==> src/rtl/shift_arb_pkg.sv <==
// Shared constants, buffer state encoding and round-robin helper for shift_arbiter.
package shift_arb_pkg;

   localparam int unsigned DEF_WIDTH = 8;
   localparam int unsigned DEF_NREQ  = 4;

   // One-entry output buffer occupancy
   typedef enum logic {
      ST_EMPTY = 1'b0,
      ST_FULL  = 1'b1
   } buf_state_e;

   // Increment a round-robin pointer with an explicit wrap (nreq need not be a power of two)
   function automatic int unsigned rr_next(input int unsigned ptr, input int unsigned nreq);
      return ((ptr + 32'd1) >= nreq) ? 32'd0 : (ptr + 32'd1);
   endfunction

endpackage

==> src/rtl/barrel_shift_core.sv <==
// Combinational left barrel shifter, log2(WIDTH) stages.
// Optional rotate mode when SHIFT_ARB_ROTATE_EN is defined.
module barrel_shift_core
   import shift_arb_pkg::*;
#(
   parameter  int unsigned WIDTH = DEF_WIDTH,
   localparam int unsigned SHW   = $clog2(WIDTH)
) (
   input  logic [WIDTH-1:0] in,
   input  logic [SHW-1:0]   shft,
`ifdef SHIFT_ARB_ROTATE_EN
   input  logic             rot,
`endif
   output logic [WIDTH-1:0] out
);

   logic [WIDTH-1:0] stage;
   logic [SHW-1:0]   amt_bits;

   // Stage i moves the operand by (1<<i) when amount bit i is set
   always_comb begin
      stage    = in;
      amt_bits = shft;
      for (int unsigned i = 0; i < SHW; i++) begin
         if (amt_bits[0]) begin
`ifdef SHIFT_ARB_ROTATE_EN
            if (rot) begin
               stage = (stage << (1 << i)) | (stage >> (WIDTH - (1 << i)));
            end else begin
               stage = stage << (1 << i);
            end
`else
            stage = stage << (1 << i);
`endif
         end
         amt_bits = amt_bits >> 1;
      end
      out = stage;
   end

endmodule

==> src/rtl/shift_arbiter.sv <==
// Round-robin arbiter sharing one barrel shifter among NREQ requesters,
// with a one-entry registered output buffer.
// Optional macro: SHIFT_ARB_ROTATE_EN adds req_rot for per-request rotate.
module shift_arbiter
   import shift_arb_pkg::*;
#(
   parameter  int unsigned WIDTH = DEF_WIDTH,
   parameter  int unsigned NREQ  = DEF_NREQ,
   localparam int unsigned SHW   = $clog2(WIDTH),
   localparam int unsigned IDW   = $clog2(NREQ)
) (
   input  logic                  clk,
   input  logic                  rst_n,
   input  logic [NREQ-1:0]       req_valid,
   output logic [NREQ-1:0]       req_ready,
   input  logic [NREQ*WIDTH-1:0] req_data,
   input  logic [NREQ*SHW-1:0]   req_shft,
`ifdef SHIFT_ARB_ROTATE_EN
   input  logic [NREQ-1:0]       req_rot,
`endif
   output logic                  rsp_valid,
   input  logic                  rsp_ready,
   output logic [WIDTH-1:0]      rsp_data,
   output logic [IDW-1:0]        rsp_id
);

   buf_state_e       state_q, state_d;
   logic [WIDTH-1:0] rsp_data_q, rsp_data_d;
   logic [IDW-1:0]   rsp_id_q, rsp_id_d;
   logic [IDW-1:0]   rr_ptr_q, rr_ptr_d;

   logic [WIDTH-1:0] data_arr [NREQ];
   logic [SHW-1:0]   shft_arr [NREQ];
   logic             grant_found;
   logic [IDW-1:0]   grant_idx;
   logic [IDW:0]     search_idx;
   logic             can_accept;
   logic             accept;
   logic [WIDTH-1:0] shifted;

   // Unpack per-requester operands
   for (genvar k = 0; k < NREQ; k++) begin : g_unpack
      assign data_arr[k] = req_data[k*WIDTH +: WIDTH];
      assign shft_arr[k] = req_shft[k*SHW +: SHW];
   end

   // Round-robin search from rr_ptr upward, wrapping at NREQ
   always_comb begin
      grant_found = 1'b0;
      grant_idx   = '0;
      search_idx  = '0;
      for (int unsigned k = 0; k < NREQ; k++) begin
         search_idx = {1'b0, rr_ptr_q} + (IDW+1)'(k);
         if (search_idx >= (IDW+1)'(NREQ)) begin
            search_idx = search_idx - (IDW+1)'(NREQ);
         end
         if (!grant_found && req_valid[search_idx[IDW-1:0]]) begin
            grant_found = 1'b1;
            grant_idx   = search_idx[IDW-1:0];
         end
      end
   end

   assign can_accept = (state_q == ST_EMPTY) | rsp_ready;
   assign accept     = grant_found & can_accept;

   // One-hot ready to the granted requester only
   always_comb begin
      req_ready = '0;
      if (accept) begin
         req_ready[grant_idx] = 1'b1;
      end
   end

   barrel_shift_core #(.WIDTH(WIDTH)) u_core (
      .in   (data_arr[grant_idx]),
      .shft (shft_arr[grant_idx]),
`ifdef SHIFT_ARB_ROTATE_EN
      .rot  (req_rot[grant_idx]),
`endif
      .out  (shifted)
   );

   // Buffer FSM next state, result capture and pointer advance
   always_comb begin
      state_d    = state_q;
      rsp_data_d = rsp_data_q;
      rsp_id_d   = rsp_id_q;
      rr_ptr_d   = rr_ptr_q;
      case (state_q)
         ST_EMPTY: if (accept) state_d = ST_FULL;
         ST_FULL:  if (rsp_ready && !accept) state_d = ST_EMPTY;
      endcase
      if (accept) begin
         rsp_data_d = shifted;
         rsp_id_d   = grant_idx;
         rr_ptr_d   = IDW'(rr_next(32'(grant_idx), NREQ));
      end
   end

   // State and output registers
   always_ff @(posedge clk or negedge rst_n) begin
      if (!rst_n) begin
         state_q    <= ST_EMPTY;
         rsp_data_q <= '0;
         rsp_id_q   <= '0;
         rr_ptr_q   <= '0;
      end else begin
         state_q    <= state_d;
         rsp_data_q <= rsp_data_d;
         rsp_id_q   <= rsp_id_d;
         rr_ptr_q   <= rr_ptr_d;
      end
   end

   assign rsp_valid = (state_q == ST_FULL);
   assign rsp_data  = rsp_data_q;
   assign rsp_id    = rsp_id_q;

endmodule

==> config.mk <==
export PLATFORM = sky130hd
export DESIGN_NAME = shift_arbiter
export DESIGN_NICKNAME = d
export VERILOG_FILES = /design/src/rtl/shift_arb_pkg.sv /design/src/rtl/barrel_shift_core.sv /design/src/rtl/shift_arbiter.sv
export SDC_FILE = /design/constraint.sdc
export NUM_CORES = 1
export LEC_CHECK = 0
export BUFFER_PORTS_ARGS = -buffer_cell sky130_fd_sc_hd__clkbuf_2
export CORE_UTILIZATION = 45
export DETAILED_ROUTE_END_ITERATION = 8
export HOLD_SLACK_MARGIN = 0.15
export PLACE_DENSITY_LB_ADDON = 0.3
export SLEW_MARGIN = 0
export SYNTH_ARGS = -nofsm -noshare
export SYNTH_HDL_FRONTEND = slang
export SYNTH_HIERARCHICAL = 1
export SYNTH_SLANG_ARGS = --single-unit
export TNS_END_PERCENT = 1
==> constraint.sdc <==
create_clock -name clk -period 7.37 [get_ports clk]
set_clock_uncertainty 0.15 [all_clocks]
set_input_delay 0.737 -clock clk [delete_from_list [all_inputs] [get_ports clk]]
set_output_delay 0.737 -clock clk [all_outputs]
set_load 0.02 [all_outputs]
Yosys cells after proc, flatten, opt, wreduce, memory -nomap -nowiden
Index checks and enable logic that the tools add are counted.
{ "op_classes": {"n_mux": 36, "addsub": 8, "n_reduce_logical": 9, "bitwise_logic": 4, "n_lt_le_gt_ge": 12} }
{ "ops": {"columns": ["operator", "count"], "rows": [
  ["2-to-1 mux 8 bit", 5],
  ["2-to-1 mux 2 bit", 9],
  ["binary-select mux 8 bit (select 2 bit)", 1],
  [">= comparator 3 bit, second input constant", 5],
  ["less-than comparator 2 x 3 -> 1 bit, second input constant", 5],
  ["2-to-1 mux 1 bit", 11],
  ["binary-select mux 1 bit (select 2 bit)", 4],
  ["subtractor 2 x 1 -> 2 bit, second input constant", 4],
  ["adder 2 x 1 -> 3 bit, second input constant", 2],
  ["adder 2 x 2 -> 3 bit, second input constant", 2],
  ["binary-select mux 3 bit (select 2 bit)", 1],
  ["2-to-1 mux 3 bit", 2],
  ["logical AND 1 bit", 5],
  ["zero test 1 bit", 4],
  ["2-to-1 mux 4 bit", 1],
  [">= comparator 2 x 3 -> 1 bit, second input constant", 1],
  ["inverter 2 -> 3 bit", 1],
  ["demux 1 bit (select 2 bit)", 1],
  [">= comparator 2 x 1 -> 1 bit, second input constant", 1],
  ["case mux 1 bit (2 select lines)", 1],
  ["bitwise AND 1 bit", 1],
  ["inverter 1 bit", 1],
  ["bitwise OR 1 bit", 1]
]} }
{ "word_totals": {"ff_bits": 13, "out_inout_bits": 15, "inputBits": 51, "elab_cells": 73} }

Depth between registers and ports, before layout
Gate-level depths: netlist of the first run.
{ "depth": {"ltp_word": 21, "ltp_mapped": 12} }

By module
Netlist of the first run, hierarchy kept.
{ "by_module_without_submodules": {"columns": ["module", "instances", "cells_per_inst", "area_per_inst_um2", "seq_area_each_um2"], "rows": [
  ["shift_arbiter", 1, 87, 1021.0, 325.3],
  ["barrel_shift_core", 1, 28, 274.0, 0.0]
]} }

Worst setup path after synthesis of the first run
OpenSTA, ideal clock, no wires.
{ "synth_timing": {"kind": "input to register", "from": "input port req_valid[0]", "to": "register rsp_data_q[7], in the netlist rsp_data[7]", "n_path_buf": 2, "setup_slack_ps": 4108, "arrival_ps": 2987, "path_stages": 9, "path_cell_list": "nor2b_4 > a211o_1 > a21oi_4 > buf_6 > mux2i_1 > buf_6 > mux2_4 > mux4_2 > mux2_2"} }
{ "synth_between": {"elab_chain_cells": 19} }
{ "synth_lines": {"columns": ["item", "line", "rtl"], "rows": [
  ["from (decl)", "shift_arbiter.sv:14", "input logic [NREQ-1:0] req_valid,"],
  ["binary-select mux 1 bit (select 2 bit)", "shift_arbiter.sv:57", "if (!grant_found && req_valid[search_idx[IDW-1:0]]) begin"],
  ["2-to-1 mux 1 bit (not written as such)", "shift_arbiter.sv:57", null],
  ["2-to-1 mux 1 bit", "shift_arbiter.sv:57", null],
  ["zero test 1 bit", "shift_arbiter.sv:57", null],
  ["logical AND 1 bit", "shift_arbiter.sv:57", null],
  ["2-to-1 mux 1 bit", "shift_arbiter.sv:57", null],
  ["zero test 1 bit", "shift_arbiter.sv:57", null],
  ["logical AND 1 bit", "shift_arbiter.sv:57", null],
  ["[... 2 more ...]", null, null],
  ["logical AND 1 bit", "shift_arbiter.sv:57", null],
  ["2-to-1 mux 2 bit (*)", "shift_arbiter.sv:57", null],
  ["inverter 2 -> 3 bit (not written as such) (*)", "shift_arbiter.sv:76, shift_arbiter.sv:77", null],
  ["binary-select mux 8 bit (select 2 bit) / binary-select mux 3 bit (select 2 bit) (equally long branches)", "shift_arbiter.sv:76, shift_arbiter.sv:77", null],
  ["2-to-1 mux 8 bit (not written as such) / 2-to-1 mux 3 bit (equally long branches) (2 in series)", "shift_arbiter.sv:76, shift_arbiter.sv:77", null],
  ["2-to-1 mux 8 bit (2 in series)", "barrel_shift_core.sv:25", "if (amt_bits[0]) begin"],
  ["2-to-1 mux 8 bit (*)", "barrel_shift_core.sv:25", null],
  ["via shifted[7]", "shift_arbiter.sv:39", "logic [WIDTH-1:0] shifted;"],
  ["to (signal assigned)", "shift_arbiter.sv:110", "rsp_data_q <= rsp_data_d;"],
  ["to (decl)", "shift_arbiter.sv:28", "logic [WIDTH-1:0] rsp_data_q, rsp_data_d;"]
]} }
The timed path passes the listed nets; every way through them passes the cells marked *. The select of a mux whose other input is x is not followed.
A chain may end at the register's enable or synchronous reset.

Worst setup path in the final report of the first run
{ "layout_timing": {"from": "input port req_valid[0]", "to": "register rsp_data_q[6], in the netlist rsp_data[6]"} }
The elaborated chain is that of the path after synthesis.

==> metrics.md, run 1 <==
| Metric | Value |
|---|---|
| Status | finished with violations |
| Failing checks | design-rule violations |
| Switching power | 236.6 µW |
| Via count | 1112 |
| Post-CTS Setup Bufs | 0 |
| Area Overhead vs Synth | 22.51% |
| Total Routing Usage GR | 20.77% |
| Worst EP arrival | 4000 ps |
| Dominant synthesized flop cell | dfrtp_1 |
| Clock root cell | clkbuf_4 |
| Layout cells sized above 1 | 51.14% |
| Seq cells post-synth | 13 |
| Worst hold path class | primary input to async pin |
| Die area | 0.003096 mm² |
| CTS resizes | 0 |
| CP Launch Type | primary input |
| Crit-path max cell delay | 820 ps |
| Core area | 0.002734 mm² |
| CP Depth | 9 |
| Setup violations, final | 0 |
| Num CTS Buffers | 3 |
| Sequential Power Share | 22.0% |
| Internal power | 305.1 µW |
| Actual slew at the worst max-slew pin | 1221 ps |
| Antenna violations before repair | 0 |
| Synth top area share | 29.37% |
| Clk_lat worst skew | 290 ps |
| Routed WL | 2.886 mm |
| First-pass GRT wire length | 5.023 mm |
| Max Cap Viol | 0 |
| # rows | 19 |
| Slew Viols, Final | 0 |
| Depth of the CTS H-tree | 1 |
| LEAKAGE | 0.8598 nW |
| Register area share after synthesis | 25.12% |
| CTS Buffer Depth | 2 |
| Peak supply drop | 234.5 µV |
| Commonest non-fill, non-tap cell in the layout | clkbuf_2 |
| Sink Count | 13 |
| Buffers & Inverters on Critical Path | 1 |
| Die extent in y | 55.65 µm |
| Routability cong. | 0.6930 |
| Drt drc | 1 |
| WP data required | 7390 ps |
| Largest net degree at the start of global routing | 28 |
| Synth Warn # | 6 |
| Cell family with most CP delay | multiplexers |
| Critical path class | primary input to flip-flop |
| Crit. End Element | flip-flop |
| Reg-to-reg slack, setup | 3500 ps |
| Fillers | 245 |
| Async set-reset flop share out of synthesis | 100.0% |
| Total gr overflow | 0 |
| Post-Syn Instances | 115 |
| Final setup TNS | 0 ps |
| Die Width | 55.65 µm |
| # hold bufs at CTS | 0 |
| Worst-path clk slew | 90 ps |
| Nets | 229 |
| Synth cell types | 34 |
| Reg2Reg Depth | 8 |
| Pwr/cell area | 341.5 mW/mm² |
| Combinational power share | 69.4% |
| Top Ports | 66 |
| Vias in the first global route | 1164 |
| Power, Total | 541.7 µW |
| Most frequent cells in the layout | 65 x clkbuf_2, 38 x mux2i_1, 13 x dfrtp_1, 12 x mux2_2, 6 x inv_1 |
| CTS tree | built |
| Clock Power Share | 8.6% |
| CP max FO | 27 |
| Dominant cells by area after synthesis | mux2i_1 29%, dfrtp_1 25%, mux2_2 10% |
| Net Sw Frac | 43.68% |
| Ant diodes | 0 |
| Fin crit share | 54.07% |
| EDFF count, synth | 0 |
| Syn avg cell area | 11.26 µm² |
| Net Count, Synth | 167 |
| HPWL after detailed placement | 2.250 mm |
| TritonRoute pass-1 iters | 6 |
| Post-route ant nets | 0 |
| Cell Chain, Critical Path | clkbuf_2 > a21o_1 > a21oi_1 > o22a_2 > mux2i_1 > mux2i_1 > mux2_2 > mux4_2 > mux2_2 |
| Iter 0 DRT Violations | 46 |
| Fin. Hold Viols | 0 |
| Slew headroom | 16.25% |
| WL/cell | 13.94 µm |
| Fmax | 251.0 MHz |
| Unrepaired setup endpoints after global routing | false |
| Vias per inst | 5.372 |
| Post-Route Utilization | 58.03% |
| Port Buf Inserts | 65 |
| Starting Density | 47.37% |
| Synth area leader | mux2i_1 |
| Minimum clock period | 3985 ps |
| Synthesized area | 0.001295 mm² |
| Slowest cell on the critical path | mux2i_1 |
## synth_stat cells, types with 2 or more instances
cell / number
dfrtp_1: 13
nor2_1: 4
buf_2: 2
o21a_1: 3
a211oi_1: 2
mux2i_1: 38
buf_6: 3
mux2_2: 12
nor3b_1: 2
mux2_4: 3
inv_1: 6
mux4_2: 2
buf_12: 2
o21ai_0: 3
## metal layers
layer  GRT usage, %  vias up  part of all wire [%]
met5              0        -                     0
li1               -      549                     -
met2          36.66       39                    52
met4          12.50        0                   2.4
met1          22.97      517                    41
met3          3.953        7                   5.2
## sequential cells by signal, summed over array words and instances (netlist names)
register / count
rr_ptr_q: 2
rsp_data: 8
rsp_id: 2
rsp_valid: 1
## power by group through the flow
stage                     Clock [mW]  Sequential, mW  Combinational [mW]
after global routing          0.0511           0.123               0.409
final                         0.0468           0.119               0.376
after floorplan                    0           0.147               0.296
after detailed placement           0           0.121               0.375
after global placement             0           0.120               0.361
after CTS                     0.0485           0.120               0.377
## area by class of cell
cell class | count | area, µm² | area share (%)
multi-input combinational | 88 | 848.3 | 53.47
sequential | 13 | 325.3 | 20.50
timing repair buffer | 65 | 325.3 | 20.50
tap | 31 | 38.79 | 2.445
clock buffer | 4 | 26.28 | 1.656
inverter | 6 | 22.52 | 1.420
## path summary, 6_finish.rpt
path	from	to
max reg2reg	rr_ptr_q[1]$_DFFE_PN0P_	rsp_data[6]$_DFFE_PN0P_
min	rst_n	rr_ptr_q[1]$_DFFE_PN0P_
min in group clk	rsp_data[5]$_DFFE_PN0P_	rsp_data[5]$_DFFE_PN0P_
max in group asynchronous	rst_n	rsp_data[2]$_DFFE_PN0P_
max	req_valid[0]	rsp_data[6]$_DFFE_PN0P_
min reg2reg	rsp_data[5]$_DFFE_PN0P_	rsp_data[5]$_DFFE_PN0P_
## per-stage QoR
stage / setup WS [ps] / hold slack [ps] / cells / cell area [µm²]
floorplan: 4108 / 291.4 / 115 / 1295
global placement: 3330 / 344.7 / 203 / 1560
detailed placement: 3109 / 345.1 / 203 / 1560
CTS: 3407 / 170.4 / 207 / 1587
global route: 3161 / 180.6 / 207 / 1587
finish: 3385 / 165.3 / 207 / 1587
## cell families (layout without fill, tap and decap cells)
family	count (synthesis)	count (layout)	share of synthesized area [%]
DFF	13	13	25.12
buffers and inverters	14	75	9.371
and+or+nand+nor	16	16	8.116
adders and majority gates	1	1	0.9660
AOI/OAI and AO/OA	16	16	9.662
muxes	55	55	46.76
Power figures use the tool's default switching activity.
==> run 2, diff against run 1 <==
- ABC_AREA: not set -> 1
- clock period: 7.37 -> 4.1 ns (I/O delays scaled with it)
==> run 2 against run 1 <==
The run now ends clean. Count of clock-buffer cells in the layout did not move. Worst hold slack improved by 26 ps. Final cell count rose by 89%. Utilization fell by 1.0 points. Global-route usage rose by 3.5 points. Critical path depth rose by 4. Sequential cell count did not move. Setup slack got worse by 2500 ps. Area after synthesis rose by 24%. Die area rose by 23%. First-iteration DRC count rose by 80%. Routed wire length rose by 48%. Critical endpoint is now req_ready[3]. Highest routed layer is now met3.
==> metrics.md, run 2 <==
| Metric | Value |
|---|---|
| Num CTS Buffers | 3 |
| CP max FO | 25 |
| Die Width | 61.78 µm |
| Synth top area share | 31.05% |
| Register area share after synthesis | 20.23% |
| First-pass GRT wire length | 6.996 mm |
| # rows | 21 |
| Routed WL | 4.271 mm |
| Hold slack final | 191.0 ps |
| Die extent in y | 61.78 µm |
| Reg-to-reg slack, setup | 970 ps |
| Clk_lat worst skew | 260 ps |
| Top routing layer in use | met3 |
| Cell Chain, Critical Path | inv_2 > nand2_1 > nand3_1 > nand2_2 > nor2_4 > nand3_2 > nand2_4 > nand2_4 > inv_1 > ha_1 > inv_1 > nor2_1 > clkbuf_2 |
| Top Ports | 66 |
| Vias in the first global route | 1716 |
| WL/cell | 10.90 µm |
| Net Count, Synth | 341 |
| Drt drc | 0 |
| Iter 0 DRT Violations | 83 |
| Worst hold path stage count | 2 |
| Die area | 0.003816 mm² |
| Ant diodes | 0 |
| Routability cong. | 0.8895 |
| Unrepaired setup endpoints after global routing | false |
| Slew Viols, Final | 0 |
| Fmax | 312.3 MHz |
| Max reg flops | 8 |
| Max Cap Viol | 0 |
| Setup violations, final | 0 |
| Minimum clock period | 3202 ps |
| Fillers | 369 |
| Port Buf Inserts | 65 |
| Largest net degree at the start of global routing | 26 |
| TritonRoute pass-1 iters | 5 |
| Seq cells post-synth | 13 |
| Post-CTS Setup Bufs | 0 |
| Clock root cell | clkbuf_4 |
| Total Routing Usage GR | 24.31% |
| Fin. Hold Viols | 0 |
| Worst r2r src | rr_ptr_q[0]$_DFFE_PN0P_ |
| Sink Count | 13 |
| Via count | 1895 |
| WP data required | 3540 ps |
| Cell family with most CP delay | simple AND/OR/NAND/NOR gates |
| Synth Warn # | 6 |
| Vias per inst | 4.834 |
| EDFF count, synth | 0 |
| Starting Density | 47.43% |
| Core area | 0.003390 mm² |
| Synthesized area | 0.001608 mm² |
| Most frequent cells in the layout | 133 x nand2_1, 65 x clkbuf_2, 53 x nand3_1, 32 x inv_1, 13 x dfrtp_1 |
| CTS tree | built |
| Crit. End Element | output pin |
| Area Overhead vs Synth | 20.23% |
| Actual slew at the worst max-slew pin | 378.4 ps |
| Antenna violations before repair | 0 |
| CTS resizes | 0 |
| Slowest cell on the critical path | dfrtp_1 |
| Synth cell types | 26 |
| Depth of the CTS H-tree | 1 |
| CTS Buffer Depth | 2 |
| Post-route ant nets | 0 |
| CP Launch Type | flip-flop |
| HPWL after detailed placement | 3.452 mm |
| Crit-path max cell delay | 510 ps |
| Critical path class | flip-flop to output pin |
| Reg2Reg Depth | 16 |
| Routed wl met2 | 2.159 mm |
| Met1 WL | 1.922 mm |
| Nets | 399 |
| Synth area leader | nand2_1 |
| Status | finished clean |
| Worst hold path class | primary input to flip-flop |
| Slew headroom | 74.71% |
| Dominant synthesized flop cell | dfrtp_1 |
| Final setup TNS | 0 ps |
| Hold_sp | rsp_ready |
| Worst-path clk slew | 80 ps |
| Async set-reset flop share out of synthesis | 100.0% |
| Hold endpoint | rsp_valid$_DFF_PN0_ |
| # hold bufs at CTS | 1 |
| Dominant cells by area after synthesis | nand2_1 31%, dfrtp_1 20%, nand3_1 16% |
| Buffers & Inverters on Critical Path | 4 |
| Worst EP arrival | 2640 ps |
| Top-count cell post-synth | nand2_1 |
| Fin crit share | 78.10% |
| Post-synth top cells | 133 x nand2_1, 53 x nand3_1, 32 x inv_1, 13 x dfrtp_1, 10 x nand2_2 |
| Worst reg2reg endpoint | rsp_data[4]$_DFFE_PN0P_ |
| Commonest non-fill, non-tap cell in the layout | nand2_1 |
| Total gr overflow | 0 |
| DR WL met3 | 190 µm |
| Layout cells sized above 1 | 27.75% |
| Post-Syn Instances | 289 |
| Syn avg cell area | 5.563 µm² |
-- run 2: changes by cell type after synthesis, sizes merged, moves of 2 or more --
cell and delta:
nand2 +144, nor2b -2, mux4 -2, o21a -2, a211oi -2, mux2i -38
nor2 +5, nand3 +58, a21oi -2, mux2 -15, buf +6, inv +31
nand4 +2, nor3b -2
-- run 2: through the flow --
step | util (%) | instance area, µm² | cells | worst slack, ps
3_3_place_gp | 55.96 | 1897 | 387 | 1142
5_1_grt | 57.03 | 1933 | 392 | 637.7
6_report | 57.03 | 1933 | 392 | 898.0
2_1_floorplan | - | 1608 | 289 | 1710
4_1_cts | 57.03 | 1933 | 392 | 892.1
3_5_place_dp | 55.96 | 1897 | 387 | 1030
-- run 2: final cells by class --
type | instances | area [µm²] | area share (%)
multi-input combinational | 225 | 1032 | 53.40
timing repair buffer | 67 | 342.8 | 17.73
sequential | 13 | 325.3 | 16.83
inverter | 37 | 148.9 | 7.702
tap | 46 | 57.56 | 2.977
clock buffer | 4 | 26.28 | 1.359
-- run 2: how the worst max path moves through the flow --
stage	start	end	depth (start not counted)	slack, ps
after floorplan	rr_ptr_q[0]$_DFFE_PN0P_	req_ready[3]	14	1710
after global placement	rr_ptr_q[0]$_DFFE_PN0P_	rsp_data[7]$_DFFE_PN0P_	17	1140
after detailed placement	rr_ptr_q[0]$_DFFE_PN0P_	rsp_data[4]$_DFFE_PN0P_	16	1030
after CTS	rr_ptr_q[0]$_DFFE_PN0P_	req_ready[3]	14	890
after global routing	rr_ptr_q[0]$_DFFE_PN0P_	req_ready[3]	14	640
final	rr_ptr_q[0]$_DFFE_PN0P_	req_ready[3]	13	900
-- run 2: layer usage --
metal / global-route usage [%] / up-vias
met5: 0 / -
met2: 46.54 / 60
met3: 1.656 / 0
li1: - / 1010
met4: 4.444 / 0
met1: 29.91 / 825
-- run 2: logic make-up after synthesis --
kind of cell	Yosys count	synth area share (%)
flip-flops	13	20.23
buffers and inverters	51	15.56
adder cells (fa/ha/maj)	1	0.7781
AND/OR/NAND/NOR	218	61.40
AO/OA/AOI/OAI	6	2.023
Power of run 2 is not shown: default switching activity piles up to over one toggle a cycle in this logic, so the estimate is an artifact.
